<file path="src/rtl/ex_stage_pkg.sv">
// Shared definitions for the execute stage: widths, ALU opcodes,
// multiply FSM encoding, the MEM/WB control bundle and the ALU function.
package ex_stage_pkg;

  localparam int LEN_DATA     = 32;
  localparam int LEN_INST_REG = 5;

  localparam logic [2:0] ALU_ADD   = 3'b000;
  localparam logic [2:0] ALU_SUB   = 3'b001;
  localparam logic [2:0] ALU_AND   = 3'b010;
  localparam logic [2:0] ALU_OR    = 3'b011;
  localparam logic [2:0] ALU_SLT   = 3'b100;
  localparam logic [2:0] ALU_MUL   = 3'b101;
  localparam logic [2:0] ALU_NOR   = 3'b110;
  localparam logic [2:0] ALU_PASSB = 3'b111;

  typedef enum logic [1:0] {
    MUL_IDLE = 2'd0,
    MUL_BUSY = 2'd1,
    MUL_DONE = 2'd2
  } mul_state_t;

  // Control bits travelling from ID/EX into EX/MEM
  typedef struct packed {
    logic mem_read;
    logic mem_write;
    logic pc_src;
    logic reg_write;
    logic mem_to_reg;
  } ctrl_t;

  // Single-cycle ALU; multiply is produced by the iterative unit instead
  function automatic logic [LEN_DATA-1:0] alu_compute(
    input logic [2:0]          op,
    input logic [LEN_DATA-1:0] a,
    input logic [LEN_DATA-1:0] b
  );
    logic [LEN_DATA-1:0] r;
    r = {LEN_DATA{1'b0}};
    case (op)
      ALU_ADD:   r = a + b;
      ALU_SUB:   r = a - b;
      ALU_AND:   r = a & b;
      ALU_OR:    r = a | b;
      ALU_SLT:   r = {{(LEN_DATA-1){1'b0}}, ($signed(a) < $signed(b))};
      ALU_MUL:   r = {LEN_DATA{1'b0}};
      ALU_NOR:   r = ~(a | b);
      ALU_PASSB: r = b;
      default:   r = {LEN_DATA{1'b0}};
    endcase
    return r;
  endfunction

endpackage

</file>
<file path="src/rtl/ex_mul_iter.sv">
// Iterative shift-add multiplier: one partial product per cycle,
// WIDTH iterations, low WIDTH bits of the product kept.
module ex_mul_iter
  import ex_stage_pkg::*;
#(
  parameter int WIDTH = LEN_DATA
) (
  input  logic             clk,
  input  logic             rst,
  input  logic             start,
  input  logic             abort,
  input  logic [WIDTH-1:0] a,
  input  logic [WIDTH-1:0] b,
  output logic             busy,
  output logic             done,
  output logic [WIDTH-1:0] product
);

  localparam int CW = $clog2(WIDTH);

  mul_state_t       state;
  mul_state_t       next_state;
  logic [WIDTH-1:0] mcand;
  logic [WIDTH-1:0] mplier;
  logic [WIDTH-1:0] acc;
  logic [CW-1:0]    count;

  // FSM state register
  always_ff @(posedge clk) begin
    if (rst) begin
      state <= MUL_IDLE;
    end else begin
      state <= next_state;
    end
  end

  // FSM next-state: last iteration runs while count == WIDTH-1
  always_comb begin
    next_state = state;
    case (state)
      MUL_IDLE: begin
        if (start) next_state = MUL_BUSY;
        else       next_state = MUL_IDLE;
      end
      MUL_BUSY: begin
        if (abort)                         next_state = MUL_IDLE;
        else if (count == CW'(WIDTH - 1))  next_state = MUL_DONE;
        else                               next_state = MUL_BUSY;
      end
      MUL_DONE: next_state = MUL_IDLE;
      default:  next_state = MUL_IDLE;
    endcase
  end

  // FSM status outputs
  always_comb begin
    busy = 1'b0;
    done = 1'b0;
    case (state)
      MUL_BUSY: busy = 1'b1;
      MUL_DONE: done = 1'b1;
      default: begin
        busy = 1'b0;
        done = 1'b0;
      end
    endcase
  end

  // Shift-add datapath and iteration counter
  always_ff @(posedge clk) begin
    if (rst) begin
      mcand  <= {WIDTH{1'b0}};
      mplier <= {WIDTH{1'b0}};
      acc    <= {WIDTH{1'b0}};
      count  <= {CW{1'b0}};
    end else if (state == MUL_IDLE && start) begin
      mcand  <= a;
      mplier <= b;
      acc    <= {WIDTH{1'b0}};
      count  <= {CW{1'b0}};
    end else if (state == MUL_BUSY && !abort) begin
      if (mplier[0]) acc <= acc + mcand;
      else           acc <= acc;
      mcand  <= {mcand[WIDTH-2:0], 1'b0};
      mplier <= {1'b0, mplier[WIDTH-1:1]};
      count  <= count + CW'(1);
    end else begin
      mcand  <= mcand;
      mplier <= mplier;
      acc    <= acc;
      count  <= count;
    end
  end

  assign product = acc;

endmodule

</file>
<file path="src/rtl/ex_stage.sv">
// MIPS execute stage: operand forwarding, ALU, iterative multiply control
// and the EX/MEM pipeline register.
module ex_stage
  import ex_stage_pkg::*;
(
  input  logic                    clk,
  input  logic                    rst,
  input  logic                    i_ALUSrc,
  input  logic [2:0]              i_ALUop,
  input  logic                    i_RegDst,
  input  logic                    i_MemRead,
  input  logic                    i_MemWrite,
  input  logic                    i_PCSrc,
  input  logic                    i_RegWrite,
  input  logic                    i_MemToReg,
  input  logic [LEN_DATA-1:0]     i_data1,
  input  logic [LEN_DATA-1:0]     i_data2,
  input  logic [LEN_DATA-1:0]     i_imm,
  input  logic [LEN_INST_REG-1:0] i_rs,
  input  logic [LEN_INST_REG-1:0] i_rt,
  input  logic [LEN_INST_REG-1:0] i_rd,
  input  logic                    i_flush,
  input  logic                    i_wb_RegWrite,
  input  logic [LEN_INST_REG-1:0] i_wb_rd,
  input  logic [LEN_DATA-1:0]     i_wb_data,
  output logic                    o_stall,
  output logic [LEN_DATA-1:0]     o_ALUres,
  output logic [LEN_DATA-1:0]     o_wdata,
  output logic [LEN_INST_REG-1:0] o_wreg,
  output logic                    o_zero,
  output logic                    o_MemRead,
  output logic                    o_MemWrite,
  output logic                    o_PCSrc,
  output logic                    o_RegWrite,
  output logic                    o_MemToReg
);

  logic [LEN_DATA-1:0]     op_a;
  logic [LEN_DATA-1:0]     b_reg;
  logic [LEN_DATA-1:0]     op_b;
  logic [LEN_INST_REG-1:0] dest;
  ctrl_t                   ctrl_in;

  logic                    mul_start;
  logic                    mul_busy;
  logic                    mul_done;
  logic [LEN_DATA-1:0]     mul_product;

  ctrl_t                   mul_ctrl;
  logic [LEN_INST_REG-1:0] mul_dest;
  logic [LEN_DATA-1:0]     mul_wdata;

  logic [LEN_DATA-1:0]     nx_res;
  logic [LEN_DATA-1:0]     nx_wdata;
  logic [LEN_INST_REG-1:0] nx_wreg;
  ctrl_t                   nx_ctrl;

  // EX/MEM has priority over WB; register 0 is never forwarded
  function automatic logic [LEN_DATA-1:0] forward(
    input logic [LEN_INST_REG-1:0] idx,
    input logic [LEN_DATA-1:0]     rf_data,
    input logic                    mem_we,
    input logic [LEN_INST_REG-1:0] mem_rd,
    input logic [LEN_DATA-1:0]     mem_data,
    input logic                    wb_we,
    input logic [LEN_INST_REG-1:0] wb_rd,
    input logic [LEN_DATA-1:0]     wb_data
  );
    logic [LEN_DATA-1:0] v;
    if (mem_we && mem_rd != {LEN_INST_REG{1'b0}} && mem_rd == idx) begin
      v = mem_data;
    end else if (wb_we && wb_rd != {LEN_INST_REG{1'b0}} && wb_rd == idx) begin
      v = wb_data;
    end else begin
      v = rf_data;
    end
    return v;
  endfunction

  // Operand selection with forwarding
  always_comb begin
    op_a    = forward(i_rs, i_data1, o_RegWrite, o_wreg, o_ALUres,
                      i_wb_RegWrite, i_wb_rd, i_wb_data);
    b_reg   = forward(i_rt, i_data2, o_RegWrite, o_wreg, o_ALUres,
                      i_wb_RegWrite, i_wb_rd, i_wb_data);
    op_b    = i_ALUSrc ? i_imm : b_reg;
    dest    = i_RegDst ? i_rd : i_rt;
    ctrl_in = '{mem_read: i_MemRead, mem_write: i_MemWrite, pc_src: i_PCSrc,
                reg_write: i_RegWrite, mem_to_reg: i_MemToReg};
  end

  assign mul_start = !rst && !mul_busy && !mul_done && (i_ALUop == ALU_MUL) && !i_flush;
  assign o_stall   = !rst && (mul_start || (mul_busy && !i_flush));

  ex_mul_iter #(.WIDTH(LEN_DATA)) u_mul (
    .clk     (clk),
    .rst     (rst),
    .start   (mul_start),
    .abort   (i_flush),
    .a       (op_a),
    .b       (op_b),
    .busy    (mul_busy),
    .done    (mul_done),
    .product (mul_product)
  );

  // Hold the multiply's destination, control and store data while it iterates,
  // since the forwarding sources drain during the stall
  always_ff @(posedge clk) begin
    if (rst) begin
      mul_ctrl  <= '0;
      mul_dest  <= {LEN_INST_REG{1'b0}};
      mul_wdata <= {LEN_DATA{1'b0}};
    end else if (mul_start) begin
      mul_ctrl  <= ctrl_in;
      mul_dest  <= dest;
      mul_wdata <= b_reg;
    end else begin
      mul_ctrl  <= mul_ctrl;
      mul_dest  <= mul_dest;
      mul_wdata <= mul_wdata;
    end
  end

  // Next EX/MEM contents: bubble, multiply result, or single-cycle result
  always_comb begin
    nx_res   = {LEN_DATA{1'b0}};
    nx_wdata = {LEN_DATA{1'b0}};
    nx_wreg  = {LEN_INST_REG{1'b0}};
    nx_ctrl  = '0;
    if (i_flush) begin
      nx_ctrl = '0;
    end else if (mul_done) begin
      nx_res   = mul_product;
      nx_wdata = mul_wdata;
      nx_wreg  = mul_dest;
      nx_ctrl  = mul_ctrl;
    end else if (mul_start || mul_busy) begin
      nx_ctrl = '0;
    end else begin
      nx_res   = alu_compute(i_ALUop, op_a, op_b);
      nx_wdata = b_reg;
      nx_wreg  = dest;
      nx_ctrl  = ctrl_in;
    end
  end

  // EX/MEM pipeline register
  always_ff @(posedge clk) begin
    if (rst) begin
      o_ALUres   <= {LEN_DATA{1'b0}};
      o_wdata    <= {LEN_DATA{1'b0}};
      o_wreg     <= {LEN_INST_REG{1'b0}};
      o_zero     <= 1'b0;
      o_MemRead  <= 1'b0;
      o_MemWrite <= 1'b0;
      o_PCSrc    <= 1'b0;
      o_RegWrite <= 1'b0;
      o_MemToReg <= 1'b0;
    end else begin
      o_ALUres   <= nx_res;
      o_wdata    <= nx_wdata;
      o_wreg     <= nx_wreg;
      o_zero     <= (nx_res == {LEN_DATA{1'b0}});
      o_MemRead  <= nx_ctrl.mem_read;
      o_MemWrite <= nx_ctrl.mem_write;
      o_PCSrc    <= nx_ctrl.pc_src;
      o_RegWrite <= nx_ctrl.reg_write;
      o_MemToReg <= nx_ctrl.mem_to_reg;
    end
  end

endmodule

</file>
<file path="config.mk">
export PLATFORM = sky130hd
export DESIGN_NAME = ex_stage
export DESIGN_NICKNAME = d
export VERILOG_FILES = /design/src/rtl/ex_stage_pkg.sv /design/src/rtl/ex_mul_iter.sv /design/src/rtl/ex_stage.sv
export SDC_FILE = /design/constraint.sdc
export NUM_CORES = 1
export LEC_CHECK = 0
export ABC_AREA = 0
export ABC_CLOCK_PERIOD_IN_PS = 15220
export CORE_MARGIN = 2
export CORE_UTILIZATION = 60
export CTS_BUF_LIST = sky130_fd_sc_hd__clkbuf_4 sky130_fd_sc_hd__clkbuf_8 sky130_fd_sc_hd__clkbuf_16
export CTS_CLUSTER_SIZE = 10
export DETAILED_ROUTE_END_ITERATION = 8
export PLACE_DENSITY_LB_ADDON = 0.2
export SLEW_MARGIN = 20
export SYNTH_ARGS = -nofsm -noshare
export SYNTH_HDL_FRONTEND = slang
export SYNTH_SLANG_ARGS = --single-unit
</file>
<file path="constraint.sdc">
create_clock -name clk -period 15.22 [get_ports clk]
set_clock_uncertainty 0.2 [all_clocks]
set_input_delay 2.283 -clock clk [delete_from_list [all_inputs] [get_ports clk]]
set_output_delay 2.283 -clock clk [all_outputs]
set_load 0.005 [all_outputs]
</file>
Word-level counts from Yosys, hierarchy flattened
Index checks and enable logic that the tools add are counted.
{"block": "word_totals", "reg_bits": 220, "in_bits": 162, "out_inout_bits": 76, "elab_cells": 98}
{"block": "op_classes", "n_addsub": 4, "n_lt_le_gt_ge": 1, "n_eq_ne": 14, "muxes": 26, "bitwise": 3, "n_reduce_logical": 29}
{"cell": "32-bit 2-to-1 mux", "n": 14}
{"cell": "32-bit one-hot mux with 8 select lines", "n": 1}
{"cell": "32-bit adder", "n": 2}
{"cell": "32-bit AND", "n": 1}
{"cell": "32-bit zero test", "n": 1}
{"cell": "32-bit less-than comparator", "n": 1}
{"cell": "32-bit inverter", "n": 1}
{"cell": "32-bit OR", "n": 1}
{"cell": "32-bit subtractor", "n": 1}
{"cell": "5-bit 2-to-1 mux", "n": 5}
{"cell": "5-bit == test", "n": 4}
{"cell": "1-bit logical AND", "n": 14}
{"cell": "3-bit == test (second input constant)", "n": 4}
{"cell": "5-bit nonzero test", "n": 2}
{"cell": "3-bit by 2-bit == test with 1-bit output (second input constant)", "n": 2}
{"cell": "5-bit by 1-bit adder with 5-bit output (second input constant)", "n": 1}
{"cell": "5-bit == test (second input constant)", "n": 1}
{"cell": "1-bit zero test", "n": 4}
{"cell": "2-bit 2-to-1 mux", "n": 2}
{"cell": "2-bit one-hot mux with 2 select lines", "n": 1}
{"cell": "2-bit OR reduction", "n": 2}
{"cell": "3-bit by 1-bit == test with 1-bit output (second input constant)", "n": 1}
{"cell": "3-bit zero test", "n": 1}
{"cell": "1-bit 2-to-1 mux", "n": 3}
{"cell": "6 further kinds", "n": 7}

Longest topological paths before layout
Gate-level depths: netlist of the first run.
{"block": "logic_depth", "depth_word": 13, "ltp_mapped": 26}

Cells and area by module
From an unflattened synthesis of the first run, not the netlist that was laid out.
{"block": "hier_totals", "cells_unflattened": 2433, "hier_area_um2": 17968.5}
{"module": "ex_stage", "instances": 1, "cells_per_inst": 1767, "area_each_um2": 12436.9, "seq_area_each_um2": 2342.2}
{"module": "ex_mul_iter", "instances": 1, "cells_per_inst": 666, "area_each_um2": 5531.6, "seq_area_each_um2": 2062.0}

Worst setup path before layout of the first run
No wires, ideal clock.
{"block": "synth_path", "path_type": "input to register", "startpoint": "input port i_wb_rd[1]", "endpoint": "register o_zero", "arrival_time_ps": 7326, "required_time_ps": 14961, "slack_ps": 7635, "path_stages": 21, "path_buffers": 2, "cell_sequence": "or4_4 -> o21ai_0 -> or4_1 -> clkbuf_1 -> clkbuf_1 -> mux2i_1 -> o21ai_0 -> inv_1 -> fa_1 -> or2_1 -> a221oi_1 -> o31ai_1 -> a21bo_2 -> or4_1 -> o31a_1 -> o211a_1 -> a221oi_2 -> and4_1 -> nand4_1 -> nor4_1 -> a41o_1"}
{"block": "synth_via", "elab_chain_cells": 13}
{"element": "from (decl)", "line_no": "ex_stage.sv:24", "rtl": "input logic [LEN_INST_REG-1:0] i_wb_rd,"}
{"element": "branches (longest 8 deep; another with 32-bit subtractor)"}
{"element": "32-bit one-hot mux with 8 select lines *", "line_no": "ex_stage_pkg.sv:40", "rtl": "case (op)"}
{"element": "32-bit 2-to-1 mux *", "line_no": "ex_stage.sv:138", "rtl": "end else if (mul_start || mul_busy) begin"}
{"element": "32-bit 2-to-1 mux *", "line_no": "ex_stage.sv:133", "rtl": "end else if (mul_done) begin"}
{"element": "32-bit 2-to-1 mux *", "line_no": "ex_stage.sv:131", "rtl": "if (i_flush) begin"}
{"element": "32-bit zero test *", "line_no": "ex_stage.sv:164", "rtl": "o_zero <= (nx_res == {LEN_DATA{1'b0}});"}
{"element": "to (signal assigned)", "line_no": "ex_stage.sv:164"}
{"element": "to (decl)", "line_no": "ex_stage.sv:30", "rtl": "output logic o_zero,"}
Every way passes the cells marked *.
A chain may end at the register's enable or synchronous reset.

Worst setup path in the final report of the first run
{"block": "layout_path", "startpoint": "input port i_wb_rd[0]", "endpoint": "register o_zero"}
The elaborated chain is that of the path after synthesis.

==> impl_metrics.yaml, run 1 <==
run_status:
  outcome: "finished with violations"
  failed_checks: "design-rule violations"
route:
  drc: 6
  wirelength_um: 73300
  drtAntennaViolNets: 0
  vias_per_cell: 6.81
  vias: 20100
  wl_per_cell_um: 24.9
  dr.pass1.iters: 9
  drtIter0Drc: 3298
finish:
  drive_above_1_share: 0.0565
  nets: 2854
  final_cells: 2949
  syn_to_final_growth_pct: 19.3
  ff_latch_area_um2: 4400
  fin_util: 0.727
  nFillCells: 2096
  antenna_cells: 0
  multi_input_area_um2: 12100
placement:
  gp_congestion: 1.10
  post-dp-hpwl_um: 53800
  placed_cells: 2914
  dp_worst_setup_slack_ns: 6.07
  io_buffers: 237
power:
  power_frac_clock: 0.339
  leakage_uw: 0.00866
  p_int_uw: 1130
  p_sw_frac: 0.333
  combinationalPowerShare: 0.303
  pwr-share-seq: 0.358
  power_per_cell_area_nw_per_um2: 80.9
  ir_drop_mv: 0.0784
  p_sw_uw: 564
sta:
  worst_slack_ns: 6.38
  final.setup.tns_ns: 0
  whs_ns: 0.270
  period_share: 0.581
  worst_slew_pin_slew_ns: 1.19
  drv_slew: 0
  final_hold_viol_count: 0
  rsz0062_at_grt: "no"
  slew-limit-headroom: 0.201
  setup_viol: 0
  finalCriticalPeriod_ns: 8.84
  max_freq_mhz: 113
logic_synthesis:
  syn_area_per_cell_um2: 7.29
  synth_top_area_share: 0.251
  yosys.area_share.simple: 0.229
  syn-cell-area_um2: 17500
  synth_area_leaders: "dfxtp_1, ha_1, nand2_1"
  synth.most_common_cell: "nand2_1"
  synth_seq_cells: 220
  muxShareOfSynthArea: 0.0429
  synth_edf_count: 0
  synth_top_family_by_area: "compound AO/OA/AOI/OAI gates"
  synth-compound-area-share: 0.273
  synth_largest_area_cell: "dfxtp_1"
  ys_warn_count: 0
  syn_nets: 2701
  synth_commonest_cells: "nand2_1, nor2_1, dfxtp_1, o21ai_0, a21oi_1"
  async_flop_share: 0
  synth-main-ff-cell: "dfxtp_1"
  synth.distinct_cells: 86
  synth-xor-area-share: 0.0459
  synthAdderAreaFrac: 0.0955
  seq_area_frac_synth: 0.251
  syn_inst: 2407
clock_network:
  postCtsSetupBuffers: 0
  cts_buffer_depth: 3
  ctsHoldBuffers: 0
  clock_latency_ns: 0.54
  postCtsResizedCells: 0
  cts-buffers-inserted: 27
  clk_pin_slew_ns: 0.07
  ctsHtreeMaxLevel: 1
  cts_tree: "yes"
  clock-sinks: 220
  cts_root_buf: "clkbuf_16"
global_route:
  grt_pass1_wl_um: 110000
  antenna_found_initial: 1
  grt_max_degree: 86
  grt_pass1_vias: 18500
  grt_usage: 0.461
  overflow: 0
setup_path:
  arrival_ns: 9.11
  cpLargestDelayFamily: "compound AO/OA/AOI/OAI gates"
  startpoint_type: "input port"
  worstPathRequired_ns: 15.49
  end_kind: "register"
  cpPeakStageDelay_ns: 0.65
  path_cells: "clkdlybuf4s50_1 -> xor2_1 -> or4b_4 -> nor2_4 -> a21oi_1 -> a211o_1 -> a21boi_0 -> inv_1 -> ha_1 -> inv_1 -> fa_1 -> a21o_1 -> a221oi_2 -> o21ai_1 -> a211oi_2 -> o21ai_1 -> xor2_1 -> a221oi_1 -> o311ai_0 -> nor4_2 -> nand4_1 -> nor4_1 -> a41o_1"
  crit_type: "in -> reg"
  critPathSlowestCell: "nor2_4"
  worst-path-max-fanout: 27
  worst-path-buf-inv: 3
die:
  initial_core_util: 0.609
  coreArea_um2: 28800
  die_h_um: 175
  die_area_um2: 30600
  rows: 62
  die_x_um: 175
  boundaryPins: 238
min_path:
  hold_class: "reg -> reg"
flow_run:
  cap_violations: 0
[cells in the final DEF, fill, tap and decap left out, types with 9 or more instances in the layout]
cell,count
nor2b_1,15
nand2_1,394
clkdlybuf4s50_1,233
nor3_1,34
buf_4,55
a221oi_1,13
a211oi_1,32
xnor2_1,62
inv_1,107
ha_1,129
o21a_1,20
a21o_1,27
dfxtp_1,220
clkbuf_16,27
a21boi_0,14
nor2_1,239
o21bai_1,11
mux2i_1,74
and2_1,25
a21oi_1,171
nand2b_1,23
o211ai_1,12
o21ai_0,177
a31oi_1,33
and3_1,22
a22oi_1,32
or3_1,9
xor2_1,30
nand3_1,34
nand3b_1,40
nand4_1,10
o31ai_1,10
a311oi_1,60
a31o_2,9
[kinds of logic after synthesis]
family	after synthesis
AOI/OAI and AO/OA	720
xor gates and xnor gates	92
adders and majority gates	132
buffers and inverters	278
DFF	220
muxes	75
and+or+nand+nor	890
[routing by layer]
| metal | wire length (um) | vias to the layer above | global-route usage |
|---|---|---|---|
| li1 | - | 8805 | - |
| met1 | 28300 | 9280 | 0.628 |
| met2 | 29400 | 1694 | 0.661 |
| met3 | 11700 | 289 | 0.157 |
| met4 | 3890 | 2 | 0.197 |
| met5 | 18 | - | 0 |
[final timing paths]
check | slack [ns] | cells after the start | to | start
setup / recovery | 6.38 | 23 | o_zero$_SDFF_PP0_ | i_wb_rd[0]
hold / removal | 0.27 | 2 | u_mul.mplier[24]$_SDFFE_PP0P_ | u_mul.mplier[25]$_SDFFE_PP0P_
setup reg to reg | 8.20 | 19 | o_zero$_SDFF_PP0_ | o_wreg[1]$_SDFF_PP0_
hold reg to reg | 0.27 | 2 | u_mul.mplier[24]$_SDFFE_PP0P_ | u_mul.mplier[25]$_SDFFE_PP0P_
[through the flow]
stage	power [uW]	cell area [um^2]
final	1690	20900
after global routing	1740	20900
after CTS	1660	20900
after detailed placement	1100	20200
after global placement	1100	20200
after floorplan	914	17500
[state kept, by name, indices dropped and copies added (netlist names)]
name	count
mul_ctrl	5
mul_dest	5
mul_wdata	32
o_ALUres	32
o_MemRead	1
o_MemToReg	1
o_MemWrite	1
o_PCSrc	1
o_RegWrite	1
o_wdata	32
o_wreg	5
o_zero	1
u_mul.count	5
u_mul.mcand	32
u_mul.mplier	32
u_mul.product	32
u_mul.state	2
[cell type report]
cell class                 count  share of cell area
inverter                     110              0.0197
multi-input combinational   1909               0.578
tap                          384              0.0230
clock buffer                  32              0.0347
sequential                   220               0.211
clock inverter                 2            0.000777
timing repair buffer         292               0.133
[power by group through the flow]
| stage | Sequential, uW | Combinational [uW] | Clock (uW) |
|---|---|---|---|
| finish | 607 | 512 | 573 |
| global route | 607 | 540 | 589 |
| CTS | 605 | 489 | 568 |
| detailed placement | 617 | 484 | 0 |
| global placement | 617 | 481 | 0 |
| floorplan | 614 | 300 | 0 |
[worst reg2reg max path, stage by stage (launching register included)]
cell,delay [ns]
dfxtp_1,0.37
or4_4,0.58
o211ai_2,0.37
or2_2,0.61
buf_4,0.45
o21ai_0,0.27
o21ai_0,0.68
inv_1,0.15
ha_1,0.58
and3_1,0.26
nand2_1,0.11
or3_1,0.34
o21ai_1,0.32
a31oi_1,0.20
o211ai_1,0.26
o311ai_0,0.22
nor4_2,0.31
nand4_1,0.17
nor4_1,0.30
a41o_1,0.21
(Power assumes the default switching activity.)
==> run 2, diff against run 1 <==
- ABC_CLOCK_PERIOD_IN_PS: 15220 -> 8950
- CORE_UTILIZATION: 60 -> 57
- clock period: 15.22 -> 8.95 ns (I/O delays scaled with it)
==> run 2 against run 1 <==
Core utilization is 3.8 points lower. Combinational power is 72% higher. Sequential share of layout area hardly changed. Clock-buffer cell count is 4 lower. Via count is 0.10% higher. Clock power is 76% higher. Setup slack worse by 5.4 ns. Critical path depth is 3 lower. The run now ends clean. First-iteration DRC count is 3.7% lower. Hold slack worse by 0.010 ns. Critical path type unchanged. Die area is 5.1% higher.
==> impl_metrics.yaml, run 2 (synthesis gave the netlist of run 1 again) <==
setup_path:
  path_cells: "clkdlybuf4s50_1 -> or4_4 -> o21ai_0 -> or4_2 -> buf_4 -> mux2i_1 -> o21ai_0 -> ha_1 -> nor3_1 -> o21ai_0 -> nand3_1 -> o21ai_0 -> o21ai_1 -> xor2_1 -> and3_1 -> o311ai_0 -> nor4_2 -> nand4_1 -> nor4_1 -> a41o_1"
  critPathSlowestCell: "or4_2"
  worst_path_most_repeated_cell: "o21ai_0"
  end_kind: "register"
  startpoint_type: "input port"
  crit_type: "in -> reg"
  arrival_ns: 8.26
  cpLargestDelayFamily: "simple AND/OR/NAND/NOR gates"
  worst-path-buf-inv: 2
  worst-path-max-fanout: 20
  cpPeakStageDelay_ns: 1.01
  worstPathRequired_ns: 9.24
finish:
  fin_util: 0.689
  nFillCells: 2406
  antenna_cells: 0
  layout_common_cells: "nand2_1, nor2_1, clkdlybuf4s50_1, dfxtp_1, o21ai_0"
  stdcell_area_um2: 21000
  drive_above_1_share: 0.0573
  nets: 2858
  syn_to_final_growth_pct: 19.6
  layout_commonest_cell: "nand2_1"
  ff_latch_area_um2: 4400
  multi_input_area_um2: 12100
run_status:
  outcome: "completed"
clock_network:
  ctsHtreeMaxLevel: 1
  clk_pin_slew_ns: 0.06
  postCtsResizedCells: 0
  clock-sinks: 220
  clock_latency_ns: 0.55
  cts_tree: "yes"
  ctsHoldBuffers: 0
  cts-buffers-inserted: 27
  postCtsSetupBuffers: 0
  cts_buffer_depth: 3
  cts_root_buf: "clkbuf_16"
placement:
  gp_congestion: 1.10
  io_buffers: 237
  placedInstanceArea_um2: 20200
  post-dp-hpwl_um: 55700
global_route:
  grt_usage: 0.444
  overflow: 0
  antenna_found_initial: 1
  grt_pass1_wl_um: 113000
  grt_max_degree: 69
  grt_pass1_vias: 18600
die:
  coreArea_um2: 30400
  die_x_um: 179
  boundaryPins: 238
  initial_core_util: 0.576
  rows: 64
  die_h_um: 179
  die_area_um2: 32200
route:
  drc: 0
  wirelength_um: 75700
  dr.pass1.iters: 7
  vias: 20100
  vias_per_cell: 6.78
  drtIter0Drc: 3176
  wl_per_cell_um: 25.5
  drtAntennaViolNets: 0
sta:
  worst_slew_pin_slew_ns: 1.18
  drv_slew: 0
  rsz0062_at_grt: "no"
  finalCriticalPeriod_ns: 7.97
  max_freq_mhz: 125
  period_share: 0.890
  slew-limit-headroom: 0.208
  final_hold_viol_count: 0
  setup_viol: 0
  final.setup.tns_ns: 0
flow_run:
  cap_violations: 0
power:
  p_sw_uw: 971
  p_int_uw: 1950
  finalPower_uw: 2920
  combinationalPowerShare: 0.302
  pwr-share-seq: 0.353
  ir_drop_mv: 0.124
  power_frac_clock: 0.345
  power_per_cell_area_nw_per_um2: 139
  leakage_uw: 0.00868
  p_sw_frac: 0.332
min_path:
  hold_class: "reg -> reg"
run 2: area by class of cell:
| class | instances | share of cell area |
|---|---|---|
| multi-input cells | 1909 | 0.577 |
| flip-flops and latches | 220 | 0.210 |
| repair buffers | 296 | 0.133 |
| clock buffers | 28 | 0.0326 |
| well taps | 396 | 0.0236 |
| inverters | 110 | 0.0197 |
| clock inverters | 4 | 0.00352 |
run 2: final timing paths:
check | from | endpoint | slack (ns) | cells after the start
worst max-delay path | i_wb_rd[2] | o_zero$_SDFF_PP0_ | 0.98 | 20
worst min-delay path | u_mul.count[4]$_SDFFE_PP0P_ | u_mul.count[4]$_SDFFE_PP0P_ | 0.26 | 2
worst max register to register | o_wreg[1]$_SDFF_PP0_ | o_zero$_SDFF_PP0_ | 2.04 | 22
worst min register to register | u_mul.count[4]$_SDFFE_PP0P_ | u_mul.count[4]$_SDFFE_PP0P_ | 0.26 | 2
run 2: worst register-to-register path, delay by kind of cell (launching register included):
| family | cells | cell delay, ns |
|---|---|---|
| buffers and inverters | 2 | 0.23 |
| AO/OA/AOI/OAI | 9 | 2.64 |
| XOR/XNOR | 1 | 0.18 |
| adder cells (fa/ha/maj) | 2 | 0.73 |
| flip-flops | 1 | 0.35 |
| AND/OR/NAND/NOR | 8 | 2.53 |
run 2: power groups by stage:
stage | Sequential (uW) | Clock (uW) | Combinational (uW)
2_1_floorplan | 1040 | 0 | 510
3_3_place_gp | 1050 | 0 | 838
3_5_place_dp | 1050 | 0 | 834
4_1_cts | 1030 | 1000 | 841
5_1_grt | 1030 | 1040 | 924
6_report | 1030 | 1010 | 883
run 2: routing by layer:
layer / part of all wire / global-route usage
met2: 0.40 / 0.647
met1: 0.40 / 0.620
met5: 0.00017 / 0
met3: 0.15 / 0.131
met4: 0.046 / 0.164
run 2: per-stage QoR:
step | hold slack (ns) | setup WS, ns | instances
final | 0.260 | 0.981 | 2963
after global routing | 0.293 | 0.791 | 2963
after CTS | 0.263 | 1.22 | 2963
after detailed placement | 0.255 | 0.674 | 2931
after global placement | 0.247 | 0.773 | 2931
after floorplan | 0.241 | 2.31 | 2407
